File: src/rtl/mole_game_core.sv
// mole_game_core: N-channel reaction-game timing core with synchronised, debounced buttons.
// Optional build macro RAND_OFF_EN: LFSR-randomised light-down times (fixed times otherwise).
module mole_game_core #(
    parameter int NUM_CH     = 4,
    parameter int ON_CYCLES  = 50_000_000,
    parameter int OFF_BASE   = 250_000_000,
    parameter int OFF_STEP   = 50_000_000,
    parameter int MISS_LIMIT = 10,
    parameter int SCORE_W    = 16,
    parameter int DEB_CYCLES = 1_000_000
) (
    input  logic               clk,
    input  logic               reset,
    input  logic [NUM_CH-1:0]  btn_n,
    input  logic               start_n,
    output logic [NUM_CH-1:0]  mole,
    output logic [SCORE_W-1:0] score,
    output logic [SCORE_W-1:0] miss,
    output logic               in_game,
    output logic               game_over,
    output logic [5:0]         led_phase
);
    localparam int NIN     = NUM_CH + 1;
    localparam int OFF_MAX = OFF_BASE + (NUM_CH - 1) * OFF_STEP;
    localparam int T_MAX   = (OFF_MAX > ON_CYCLES) ? OFF_MAX : ON_CYCLES;
    localparam int TW      = $clog2(T_MAX + 1);
    localparam int DW      = (DEB_CYCLES > 1) ? $clog2(DEB_CYCLES) : 1;
    localparam int CW      = $clog2(NUM_CH + 1);
    localparam int SW2     = SCORE_W + CW;

    typedef enum logic [1:0] {
        ST_IDLE = 2'd0,
        ST_PLAY = 2'd1,
        ST_OVER = 2'd2
    } state_t;

    function automatic logic [CW-1:0] popcount(input logic [NUM_CH-1:0] v);
        logic [CW-1:0] c;
        c = '0;
        for (int j = 0; j < NUM_CH; j++) c = c + CW'(v[j]);
        return c;
    endfunction

    function automatic logic [5:0] led_onehot(input logic [SCORE_W-1:0] s);
        logic [SCORE_W-1:0] r;
        r = s % SCORE_W'(6);
        return 6'b000001 << r[2:0];
    endfunction

    logic [1:0]         rst_sync_q;
    logic               rst_n_s;
    logic [NIN-1:0]     raw_s, sync1_q, sync2_q, deb_q, deb_dly_q, press_s;
    logic [DW-1:0]      deb_cnt_q [NIN];
    logic [NUM_CH-1:0]  btn_press_s, hit_s, tout_s, rise_s;
    logic               start_press_s;
    logic [TW-1:0]      timer_q [NUM_CH];
    logic [TW-1:0]      off_last_s [NUM_CH];
    logic [SW2-1:0]     score_sum_s, miss_sum_s;
    logic [SCORE_W-1:0] score_d, miss_d;
    state_t             state_q;
    logic [NUM_CH-1:0]  mole_q;
    logic [SCORE_W-1:0] score_q, miss_q;
    logic               in_game_q, game_over_q;
    logic [5:0]         led_q;

    // Reset asserts asynchronously but is released on a clock edge
    always_ff @(posedge clk or negedge reset) begin
        if (!reset) rst_sync_q <= 2'b00;
        else        rst_sync_q <= {rst_sync_q[0], 1'b1};
    end
    assign rst_n_s = rst_sync_q[1];

    assign raw_s = {start_n, btn_n};

    // Two-flop synchroniser followed by a stable-for-DEB_CYCLES debouncer per input
    always_ff @(posedge clk or negedge rst_n_s) begin
        if (!rst_n_s) begin
            sync1_q   <= '1;
            sync2_q   <= '1;
            deb_q     <= '1;
            deb_dly_q <= '1;
            for (int k = 0; k < NIN; k++) deb_cnt_q[k] <= '0;
        end else begin
            sync1_q   <= raw_s;
            sync2_q   <= sync1_q;
            deb_dly_q <= deb_q;
            for (int k = 0; k < NIN; k++) begin
                if (sync2_q[k] != deb_q[k]) begin
                    if (deb_cnt_q[k] == DW'(DEB_CYCLES - 1)) begin
                        deb_q[k]     <= sync2_q[k];
                        deb_cnt_q[k] <= '0;
                    end else begin
                        deb_cnt_q[k] <= deb_cnt_q[k] + DW'(1);
                    end
                end else begin
                    deb_cnt_q[k] <= '0;
                end
            end
        end
    end

    assign press_s       = deb_dly_q & ~deb_q;
    assign btn_press_s   = press_s[NUM_CH-1:0];
    assign start_press_s = press_s[NUM_CH];

`ifdef RAND_OFF_EN
    logic [15:0]       lfsr_q;
    logic [NUM_CH-1:0] enter_s;
    logic [TW-1:0]     off_q [NUM_CH];
    logic [TW-1:0]     rand_last_s [NUM_CH];

    function automatic logic [15:0] rotl16(input logic [15:0] v, input int n);
        return (v << n) | (v >> (16 - n));
    endfunction

    // Lowest entering channel draws the raw LFSR value, higher ones a rotated copy
    always_comb begin
        logic        seen;
        logic [15:0] rot;
        longint      draw;
        seen    = 1'b0;
        rot     = 16'h0000;
        draw    = 64'sd0;
        enter_s = '0;
        if (state_q == ST_PLAY) enter_s = hit_s | tout_s;
        else if (start_press_s) enter_s = '1;
        else                    enter_s = '0;
        for (int i = 0; i < NUM_CH; i++) begin
            rot  = seen ? rotl16(lfsr_q, i) : lfsr_q;
            draw = longint'(OFF_BASE) + (longint'(rot[7:0]) * longint'(OFF_STEP)) / 64'sd256 - 64'sd1;
            rand_last_s[i] = TW'(draw);
            seen = seen | enter_s[i];
        end
    end

    // Free-running Galois LFSR and per-channel latched down-time
    always_ff @(posedge clk or negedge rst_n_s) begin
        if (!rst_n_s) begin
            lfsr_q <= 16'hACE1;
            for (int i = 0; i < NUM_CH; i++) off_q[i] <= TW'(OFF_BASE + i * OFF_STEP - 1);
        end else begin
            lfsr_q <= (lfsr_q >> 1) ^ (lfsr_q[0] ? 16'hB400 : 16'h0000);
            for (int i = 0; i < NUM_CH; i++) begin
                if (enter_s[i]) off_q[i] <= rand_last_s[i];
                else            off_q[i] <= off_q[i];
            end
        end
    end

    always_comb begin
        for (int i = 0; i < NUM_CH; i++) off_last_s[i] = off_q[i];
    end
`else
    always_comb begin
        for (int i = 0; i < NUM_CH; i++) off_last_s[i] = TW'(OFF_BASE + i * OFF_STEP - 1);
    end
`endif

    // Per-channel events; a press on an UP channel beats a same-cycle timeout
    always_comb begin
        hit_s  = '0;
        tout_s = '0;
        rise_s = '0;
        for (int i = 0; i < NUM_CH; i++) begin
            if (mole_q[i]) begin
                if (btn_press_s[i])                        hit_s[i]  = 1'b1;
                else if (timer_q[i] == TW'(ON_CYCLES - 1)) tout_s[i] = 1'b1;
                else                                       hit_s[i]  = 1'b0;
            end else begin
                if (timer_q[i] == off_last_s[i]) rise_s[i] = 1'b1;
                else                             rise_s[i] = 1'b0;
            end
        end
    end

    // Saturating score and clamped miss count for this cycle's events
    always_comb begin
        score_sum_s = {{CW{1'b0}}, score_q} + SW2'(popcount(hit_s));
        miss_sum_s  = {{CW{1'b0}}, miss_q} + SW2'(popcount(tout_s));
        if (score_sum_s[SW2-1:SCORE_W] != '0) score_d = '1;
        else                                  score_d = score_sum_s[SCORE_W-1:0];
        if (miss_sum_s >= SW2'(MISS_LIMIT)) miss_d = SCORE_W'(MISS_LIMIT);
        else                                miss_d = miss_sum_s[SCORE_W-1:0];
    end

    // Game FSM, channel timers and all registered outputs
    always_ff @(posedge clk or negedge rst_n_s) begin
        if (!rst_n_s) begin
            state_q     <= ST_IDLE;
            mole_q      <= '0;
            score_q     <= '0;
            miss_q      <= '0;
            in_game_q   <= 1'b0;
            game_over_q <= 1'b0;
            led_q       <= 6'b000001;
            for (int i = 0; i < NUM_CH; i++) timer_q[i] <= '0;
        end else begin
            game_over_q <= 1'b0;
            led_q       <= led_onehot(score_q);
            case (state_q)
                ST_PLAY: begin
                    if (miss_q >= SCORE_W'(MISS_LIMIT)) begin
                        state_q     <= ST_OVER;
                        in_game_q   <= 1'b0;
                        game_over_q <= 1'b1;
                        mole_q      <= '0;
                        for (int i = 0; i < NUM_CH; i++) timer_q[i] <= '0;
                    end else begin
                        score_q <= score_d;
                        miss_q  <= miss_d;
                        for (int i = 0; i < NUM_CH; i++) begin
                            if (hit_s[i] || tout_s[i]) begin
                                mole_q[i]  <= 1'b0;
                                timer_q[i] <= '0;
                            end else if (rise_s[i]) begin
                                mole_q[i]  <= 1'b1;
                                timer_q[i] <= '0;
                            end else begin
                                timer_q[i] <= timer_q[i] + TW'(1);
                            end
                        end
                    end
                end
                ST_IDLE, ST_OVER: begin
                    if (start_press_s) begin
                        state_q   <= ST_PLAY;
                        in_game_q <= 1'b1;
                        score_q   <= '0;
                        miss_q    <= '0;
                        mole_q    <= '0;
                        for (int i = 0; i < NUM_CH; i++) timer_q[i] <= '0;
                    end else begin
                        state_q <= state_q;
                    end
                end
                default: begin
                    state_q   <= ST_IDLE;
                    in_game_q <= 1'b0;
                    mole_q    <= '0;
                end
            endcase
        end
    end

    assign mole      = mole_q;
    assign score     = score_q;
    assign miss      = miss_q;
    assign in_game   = in_game_q;
    assign game_over = game_over_q;
    assign led_phase = led_q;

endmodule

File: config.mk
export PLATFORM = sky130hd
export DESIGN_NAME = mole_game_core
export DESIGN_NICKNAME = d
export VERILOG_FILES = /design/src/rtl/mole_game_core.sv
export SDC_FILE = /design/constraint.sdc
export NUM_CORES = 1
export LEC_CHECK = 0
export ABC_AREA = 1
export BUFFER_PORTS_ARGS = -buffer_cell sky130_fd_sc_hd__buf_2
export CORE_MARGIN = 2
export CORE_UTILIZATION = 35
export CTS_CLUSTER_DIAMETER = 100
export CTS_CLUSTER_SIZE = 40
export DETAILED_ROUTE_END_ITERATION = 12
export GPL_TIMING_DRIVEN = 0
export SETUP_SLACK_MARGIN = 0.2
export SYNTH_ARGS = -nofsm -noshare
export SYNTH_HDL_FRONTEND = slang
export SYNTH_SLANG_ARGS = --single-unit
File: constraint.sdc
create_clock -name clk -period 11.3 [get_ports clk]
set_input_delay 3.39 -clock clk [delete_from_list [all_inputs] [get_ports clk]]
set_output_delay 3.39 -clock clk [all_outputs]
set_load 0.02 [all_outputs]
==> metrics.md, run 1 <==
| Metric | Value |
|---|---|
| Total GRT Usage | `16.0%` |
| CP required | `11.70 ns` |
| Sequential area share after synthesis | `46.6%` |
| Chip height | `213 um` |
| Async S/R FF share, synth | `100%` |
| Clk sink count | `284` |
| Power Internal | `1.27 mW` |
| Initial DRC Count | `914` |
| Share of layout cells above drive strength 1 | `6.89%` |
| Internal reg-to-reg setup slack | `5.54 ns` |
| Pre-antenna DRT Iters | `7` |
| Grt met3 use | `1.79%` |
| Comb power frac | `2.4%` |
| CP peak stage delay | `0.80 ns` |
| Setup repair after global routing missed its margin | `false` |
| Seq pwr share | `61.6%` |
| Chip width | `213 um` |
| Gate family responsible for the most delay along the worst path | `simple AND/OR/NAND/NOR gates` |
| Setup TNS Final | `0 ns` |
| Vias in the first global route | `12,700` |
| Final Setup Violations | `0` |
| Antenna Nets Post-Route | `0` |
| Commonest non-fill, non-tap cell in the layout | `nand2_1` |
| Post-Route WL | `35,700 um` |
| GRT busiest layer | `met2` |
| Die Area | `45,400 um^2` |
| Port Buf Inserts | `50` |
| Hold-fix buffers, CTS | `0` |
| Final Cycle Share | `51.0%` |
| Post-synth top flop | `dfrtp_1` |
| WP buf/inv | `5` |
| Clock network power share | `36.0%` |
| Fmax | `174 MHz` |
| Switch share | `24.1%` |
| Tot Pwr | `1.68 mW` |
| Nets@finish | `2,051` |
| Vias per inst | `5.03` |
| Multi-input logic area | `6880 um^2` |
| Grt ovf | `0` |
| Dpl hpwl | `26,000 um` |
| GP Congestion | `0.910` |
| WL/cell | `13.6 um` |
| Slew @ Worst Pin | `1.09 ns` |
| #FFs+latches synth | `284` |
| Initial antenna violation count | `0` |
| DRC errors left | `0` |
| Net Count, Synth | `1,982` |
| Synth warn | `0` |
| Vias | `13,200` |
| Core area | `43,100 um^2` |
| Slew Limit Headroom | `27.1%` |
| Peak VDD IR | `0.0000896 V` |
| Syn_area_per_cell | `7.82 um^2` |
| Largest net degree at the start of global routing | `65` |
| CP Launch Type | `flip-flop` |
| Row count | `76` |
| Critical path arrival | `6.16 ns` |
| P_sw | `403 uW` |
| M1 GR Usage | `22.5%` |
| Fin area | `16,800 um^2` |
| Setup bufs post-CTS | `0` |
| P_leak | `6.98 nW` |
| Syn Inst Count | `1,958` |
| Crit path max fanout | `4` |
| Number of synthesized flops with an enable pin | `0` |
| Total CTS buffers | `13` |
| CP Capture Type | `flip-flop` |
| Filler cells | `4,409` |
| Max-cap viol count | `0` |
| Clock Path Buffers | `3` |
| Hold slack | `0.366 ns` |
| Slew Limit Fails | `0` |
| Cell variety after synth | `54` |
| Wire length of the first global-routing pass | `61,100 um` |
| Starting Density | `35.5%` |
| Mapped cell area | `15,300 um^2` |
| Worst-Skew Late Latency | `0.52 ns` |
| DP Area | `16,400 um^2` |
| Pwr Density | `99.4 nW/um^2` |
| I/O pins | `51` |
| Hold Path Class | `flip-flop to flip-flop` |
| CTS tree | `built` |
| Outcome | `finished clean` |
| Reg clk slew, reported paths | `0.14 ns` |
| GR met2 Demand/Resource | `26.7%` |
| Tmin final | `5.76 ns` |
| Hold Fails Final Rpt | `0` |
| Most frequent cells in the layout | `nand2_1, inv_1, dfrtp_1, nor2_1, nand3_1` |
| Crit-path slowest cell | `nor4_1` |
| FF+latch area | `7140 um^2` |
| Antenna diode count | `0` |
| CP Class | `flip-flop to flip-flop` |
| Clock root cell | `clkbuf_16` |
| Worst clock skew | `0.0365 ns` |
| Post-CTS resize count | `0` |
| P&R area growth vs syn | `10.1%` |
| CTS H-Tree Depth | `1` |
[through the flow]
step,util (%),std cells,setup WS (ns)
after CTS,39.1,2618,5.57
final,39.1,2618,5.54
after floorplan,-,1958,2.84
after detailed placement,38.1,2597,5.60
after global placement,37.8,2593,-0.801
after global routing,39.1,2618,4.93
[worst paths after layout]
| kind | start | depth (start not counted) | to |
|---|---|---|---|
| worst max-delay path | timer_q[87] | 28 | miss[3] |
| worst min-delay path | sync1_q[3] | 0 | sync2_q[3] |
| worst max register to register | timer_q[87] | 28 | miss[3] |
| worst min register to register | sync1_q[3] | 0 | sync2_q[3] |
| max in group asynchronous | reset | 1 | rst_sync_q[1] |
| min in group asynchronous | rst_sync_q[1] | 0 | deb_cnt_q[53] |
[cells by family after synthesis]
logic type,after synthesis,synth area share [%]
simple gates,916,26.9
flops,284,46.6
mux,4,0.294
fa+ha+maj,17,1.68
buf+inv,343,8.44
xor+xnor,61,3.49
other cells,1,0.0245
compound gates,332,12.6
[power groups by stage]
stage / Clock, mW / Combinational, mW / Sequential (mW)
detailed placement: 0 / 0.0422 / 1.05
global route: 0.662 / 0.0477 / 1.03
finish: 0.603 / 0.0402 / 1.03
floorplan: 0 / 0.0153 / 1.06
CTS: 0.632 / 0.0424 / 1.03
global placement: 0 / 0.0197 / 1.07
[cell usage after synthesis (all sizes together) (2+ instances only)]
| cell type | n | area share (%) |
|---|---|---|
| dfstp | 21 | 3.6 |
| o211ai | 2 | 0.098 |
| a31o | 2 | 0.11 |
| o31ai | 10 | 0.49 |
| a21oi | 88 | 2.9 |
| o21ai | 133 | 4.4 |
| o21bai | 3 | 0.15 |
| nor3 | 93 | 3.0 |
| inv | 309 | 7.6 |
| nand2 | 320 | 8.1 |
| a22oi | 3 | 0.15 |
| o21a | 6 | 0.29 |
| xor2 | 50 | 2.9 |
| clkinv | 4 | 0.098 |
| o32ai | 19 | 1.1 |
| nor2 | 255 | 6.3 |
| clkbuf | 28 | 0.69 |
| dfrtp | 263 | 43 |
| nor3b | 8 | 0.39 |
| o2111ai | 2 | 0.11 |
| buf | 2 | 0.074 |
| ha | 11 | 0.90 |
| nand3 | 134 | 4.8 |
| nand4 | 51 | 2.1 |
| o22ai | 41 | 1.7 |
| a22o | 3 | 0.17 |
| and3 | 3 | 0.12 |
| fa | 6 | 0.78 |
| nor4 | 46 | 1.9 |
| and2 | 2 | 0.082 |
| mux2 | 4 | 0.29 |
| xnor2 | 11 | 0.63 |
| a31oi | 13 | 0.53 |
[sequential cells by signal, indices dropped and copies added (netlist names)]
register    cells
game_over       1
score          16
mole            4
rst_sync_q      2
led_phase       6
sync1_q         5
state_q         2
deb_dly_q       5
deb_cnt_q     100
timer_q       116
in_game         1
sync2_q         5
miss           16
deb_q           5
[layer usage]
layer,part of all wire (%),up-vias
met1,49,6224
met3,4.3,29
met4,1.0,0
met2,46,251
met5,0,-
li1,-,6666
[final cells by class]
class	instances	share of cell area [%]
Sequential cell	284	42.4
Multi-Input combinational cell	1331	40.9
Inverter	313	6.97
Tap cell	585	4.34
Timing Repair Buffer	54	2.14
Clock buffer	13	1.93
Clock inverter	8	0.713
Buffer	30	0.691
[worst register-to-register path: cells and delay by family, from the launching register on]
family / cells / cell delay, ns
AND/OR/NAND/NOR: 15 / 3.08
adder cells (fa/ha/maj): 4 / 1.10
AO/OA/AOI/OAI: 3 / 0.54
buffers and inverters: 5 / 0.38
XOR/XNOR: 1 / 0.14
flip-flops: 1 / 0.41
Power figures use the tool's default switching activity.
==> inputs of run 2 (changes only) <==
--- a/config.mk
+++ b/config.mk
@@ -5,7 +5,7 @@
 export SDC_FILE = /design/constraint.sdc
 export NUM_CORES = 1
 export LEC_CHECK = 0
-export ABC_AREA = 1
+export ABC_AREA = 0
 export BUFFER_PORTS_ARGS = -buffer_cell sky130_fd_sc_hd__buf_2
 export CORE_MARGIN = 2
 export CORE_UTILIZATION = 35
==> constraint.sdc (replaced) <==
create_clock -name clk -period 5.2 [get_ports clk]
set_input_delay 1.56 -clock clk [delete_from_list [all_inputs] [get_ports clk]]
set_output_delay 1.56 -clock clk [all_outputs]
set_load 0.02 [all_outputs]
==> run 2 against run 1 <==
Core utilization increased by 0.64 points. Clock-buffer cell count is 3 higher. Clock skew grew 0.013 ns. Synthesized area increased by 0.70%. Sequential share of layout area is 0.87 points lower. Critical path depth decreased by 9. Critical path type unchanged. Highest routed layer unchanged.
==> metrics.md, run 2 <==
| Metric | Value |
|---|---|
| DRC errors left | `0 (unchanged)` |
| Filler cells | `4,356 (-1.2%)` |
| Clock network power share | `40.1% (+4.1 points)` |
| Vias per inst | `5.46 (+8.5%)` |
| Crit Reg-Reg Endpoint | `miss[2]` |
| Comb power frac | `2.3% (about the same)` |
| Syn Inst Count | `1,733 (-11%)` |
| Worst-Skew Late Latency | `0.53 ns (about the same)` |
| Async S/R FF share, synth | `100% (unchanged)` |
| Port Buf Inserts | `50 (unchanged)` |
| Wire length of the first global-routing pass | `64,200 um (+5.1%)` |
| Total GRT Usage | `16.8% (+0.85 points)` |
| Final worst setup slack | `0.515 ns (-5.02 ns)` |
| Initial antenna violation count | `0 (unchanged)` |
| Clk sink count | `284 (unchanged)` |
| Regs by FF count | `timer_q x116, deb_cnt_q x100` |
| Fmax | `213 MHz (+23%)` |
| DP Area | `16,500 um^2 (+0.82%)` |
| Setup repair after global routing missed its margin | `false` |
| P_leak | `7.14 nW (+2.3%)` |
| Hold slack | `0.158 ns (-0.208 ns)` |
| DR WL met2 | `17,300 um (+4.9%)` |
| Synth Area in Simple Gates | `27.1% (+0.25 points)` |
| Initial DRC Count | `1,073 (+17%)` |
| Top sig layer | `met4` |
| P&R area growth vs syn | `11.6%` |
| Crit path max fanout | `6 (+2)` |
| Sequential area share after synthesis | `46.3% (-0.33 points)` |
| Starting Density | `35.6% (+0.093 points)` |
| Final Cycle Share | `90.1% (+39 points)` |
| Net Count, Synth | `1,757 (-11%)` |
| CP Capture Type | `flip-flop` |
| CP Class | `flip-flop to flip-flop` |
| Vias | `13,100 (-0.55%)` |
| Mapped cell area | `15,400 um^2 (+0.70%)` |
| Most frequent cells in the layout | `dfrtp_1, nand2_1, o21ai_0, nor2_1, nand3_1` |
| Largest net degree at the start of global routing | `71 (+9.2%)` |
| Total CTS buffers | `15 (+2)` |
| CP required | `5.67 ns (-6.03 ns)` |
| Clock Path Buffers | `3 (unchanged)` |
| Count leader, synth | `dfrtp_1` |
| Pre-antenna DRT Iters | `5 (-2)` |
| Post-synthesis xor/xnor area fraction | `5.23% (+1.7 points)` |
| Dpl hpwl | `26,500 um (+1.9%)` |
| Post-Synth Adder-Cell Area | `1.67% (-0.012 points)` |
| Compound-Gate Fraction of Synth Area | `16.3% (+3.7 points)` |
| Post-synth top flop | `dfrtp_1` |
| Syn_area_per_cell | `8.89 um^2 (+14%)` |
| Worst clock skew | `0.0495 ns (+0.0130 ns)` |
| P_sw | `1.00 mW (+150%)` |
| Post-Route WL | `37,800 um (+6.0%)` |
| Path depth of the worst reg2reg path | `19 (-32%)` |
| I/O pins | `51 (unchanged)` |
| Hold Fails Final Rpt | `0 (unchanged)` |
| CTS tree | `built` |
| GP Congestion | `0.879 (-3.4%)` |
| Fin area | `17,200 um^2 (+2.1%)` |
| Vias in the first global route | `12,800 (+0.51%)` |
| Cell variety after synth | `78 (+44%)` |
| Max-cap viol count | `0 (unchanged)` |
| Wl on met1 | `17,900 um (+3.1%)` |
| #FFs+latches synth | `284 (unchanged)` |
| Die Area | `45,700 um^2 (+0.69%)` |
| Outcome | `finished clean` |
| Row count | `76 (unchanged)` |
| Largest area contributor in the netlist | `dfrtp_1` |
| Grt ovf | `0 (unchanged)` |
| Critical path arrival | `5.16 ns (-1.00 ns)` |
| Synth top area share | `42.7% (-0.30 points)` |
| Crit Reg-Reg Startpoint | `timer_q[29]` |
| Reg with most FFs | `timer_q` |
| Switch share | `25.7% (+1.7 points)` |
| Internal reg-to-reg setup slack | `0.51 ns (-5.02 ns)` |
| Largest family of logic cells by synthesized area | `simple AND/OR/NAND/NOR gates` |
| Largest register FFs | `116 (unchanged)` |
| Nets@finish | `1,830 (-11%)` |
| Share of layout cells above drive strength 1 | `8.05% (+1.2 points)` |
| Peak VDD IR | `0.000204 V (+130%)` |
| Synth warn | `0 (unchanged)` |
| Leading post-synthesis cells by cell area | `dfrtp_1, o21ai_0, nand2_1` |
| Chip height | `214 um (+0.34%)` |
| Post-layout util | `39.8% (+0.64 points)` |
| Pre-CTS setup slack | `-0.0424 ns (-5.64 ns)` |
| Top post-synthesis cells by count | `dfrtp_1, nand2_1, o21ai_0` |
| Hold Path Class | `flip-flop to asynchronous set/reset pin` |
| Seq pwr share | `57.6% (-4.0 points)` |
| Power Internal | `2.89 mW (+130%)` |
| CTS H-Tree Depth | `1 (unchanged)` |
| Slew Limit Fails | `0 (unchanged)` |
| Final Setup Violations | `0 (unchanged)` |
| Tmin final | `4.69 ns (-1.08 ns)` |
| Slew @ Worst Pin | `0.926 ns (-0.160 ns)` |
| Antenna Nets Post-Route | `0 (unchanged)` |
| WL/cell | `15.8 um (+16%)` |
| Reg clk slew, reported paths | `0.14 ns (about the same)` |
| Pwr Density | `226 nW/um^2 (+130%)` |
| Clock root cell | `clkbuf_16` |
| Core area | `43,300 um^2 (+0.44%)` |
| Slew Limit Headroom | `37.7% (+11 points)` |
| Antenna diode count | `0 (unchanged)` |
| CP Launch Type | `flip-flop` |
| Number of synthesized flops with an enable pin | `0 (unchanged)` |
| Routed length on met3 | `1770 um (+15%)` |
| Hold-fix buffers, CTS | `0 (unchanged)` |
| Mux cell area share after synthesis | `0.666% (+0.37 points)` |
| Chip width | `214 um (+0.34%)` |
| Commonest non-fill, non-tap cell in the layout | `dfrtp_1` |
==> run 2: cell types whose count changed after synthesis, sizes merged, moves of 39 or more <==
cell | previous run | this run
o21ai | 133 | 197
nand2b | 0 | 40
and3 | 3 | 79
o22ai | 41 | 2
nor3 | 93 | 24
nor2 | 255 | 167
o31ai | 10 | 59
clkbuf | 28 | 68
nand2 | 320 | 203
inv | 309 | 27
==> run 2: cells by family after synthesis <==
| logic type | Yosys count |
|---|---|
| AOI/OAI and AO/OA | 409 |
| xor gates and xnor gates | 92 |
| adders and majority gates | 17 |
| buffers and inverters | 105 |
| DFF | 284 |
| muxes | 9 |
| other | 1 |
| and+or+nand+nor | 816 |
==> run 2: repair_timing <==
action / in CTS / in global routing
pin swaps: 0 / 1
setup buffers: 0 / 1
setup endpoints to repair: 4 / 4
gates resized for setup: 3 / 7
==> run 2: worst max path at each step <==
stage / depth (start not counted) / endpoint / slack, ns / start
6_report: 19 / miss[2] / 0.51 / timer_q[29]
5_1_grt: 18 / miss[2] / 0.19 / timer_q[88]
4_1_cts: 20 / miss[2] / 0.30 / timer_q[88]
3_5_place_dp: 20 / miss[2] / -0.04 / timer_q[87]
3_3_place_gp: 0 / deb_cnt_q[73] / -1.47 / rst_sync_q[1]
2_1_floorplan: 0 / deb_cnt_q[0] / 0.57 / rst_sync_q[1]
==> run 2: metrics by stage <==
stage | power (mW) | cells | setup TNS [ns]
2_1_floorplan | 2.33 | 1733 | 0
3_3_place_gp | 2.36 | 2368 | -378.88
3_5_place_dp | 2.38 | 2373 | -0.0424
4_1_cts | 3.96 | 2398 | 0
5_1_grt | 4.03 | 2399 | 0
6_report | 3.89 | 2399 | 0
==> run 2: worst max-delay path, cell delays in order (launching register included) <==
cell and delay, ns:
dfrtp_1 0.44, ha_1 0.24, and3_1 0.22, and4_1 0.30, and4_1 0.24, and2_1 0.18, fa_1 0.50, fa_1 0.20
inv_1 0.06, fa_1 0.45, nor2_2 0.22, nand2_1 0.13, nor4_2 0.20, nand3b_1 0.10, o21ai_0 0.08, nand4_1 0.18
a2111oi_4 0.43, and2_4 0.22, a21o_1 0.11, a22o_1 0.12
==> run 2: layout make-up <==
class	count	area (um^2)	share of cell area [%]
inverters	27	101	0.589
well taps	585	732	4.26
flip-flops and latches	284	7140	41.5
clock inverters	9	218	1.27
multi-input cells	1344	7910	46.0
repair buffers	56	395	2.30
plain buffers	78	318	1.85
clock buffers	16	389	2.26
==> run 2: power groups by stage <==
stage	Sequential [mW]	Combinational, mW	Clock [mW]
after floorplan	2.31	0.0255	0
after CTS	2.24	0.0947	1.62
after detailed placement	2.28	0.0944	0
final	2.24	0.0885	1.56
after global placement	2.32	0.0354	0
after global routing	2.24	0.104	1.69
==> run 2: layer usage <==
layer / global-route usage (%) / vias to the layer above
li1: - / 6351
met2: 27.5 / 310
met3: 1.79 / 53
met4: 4.50 / 0
met1: 23.8 / 6384
met5: 0 / -
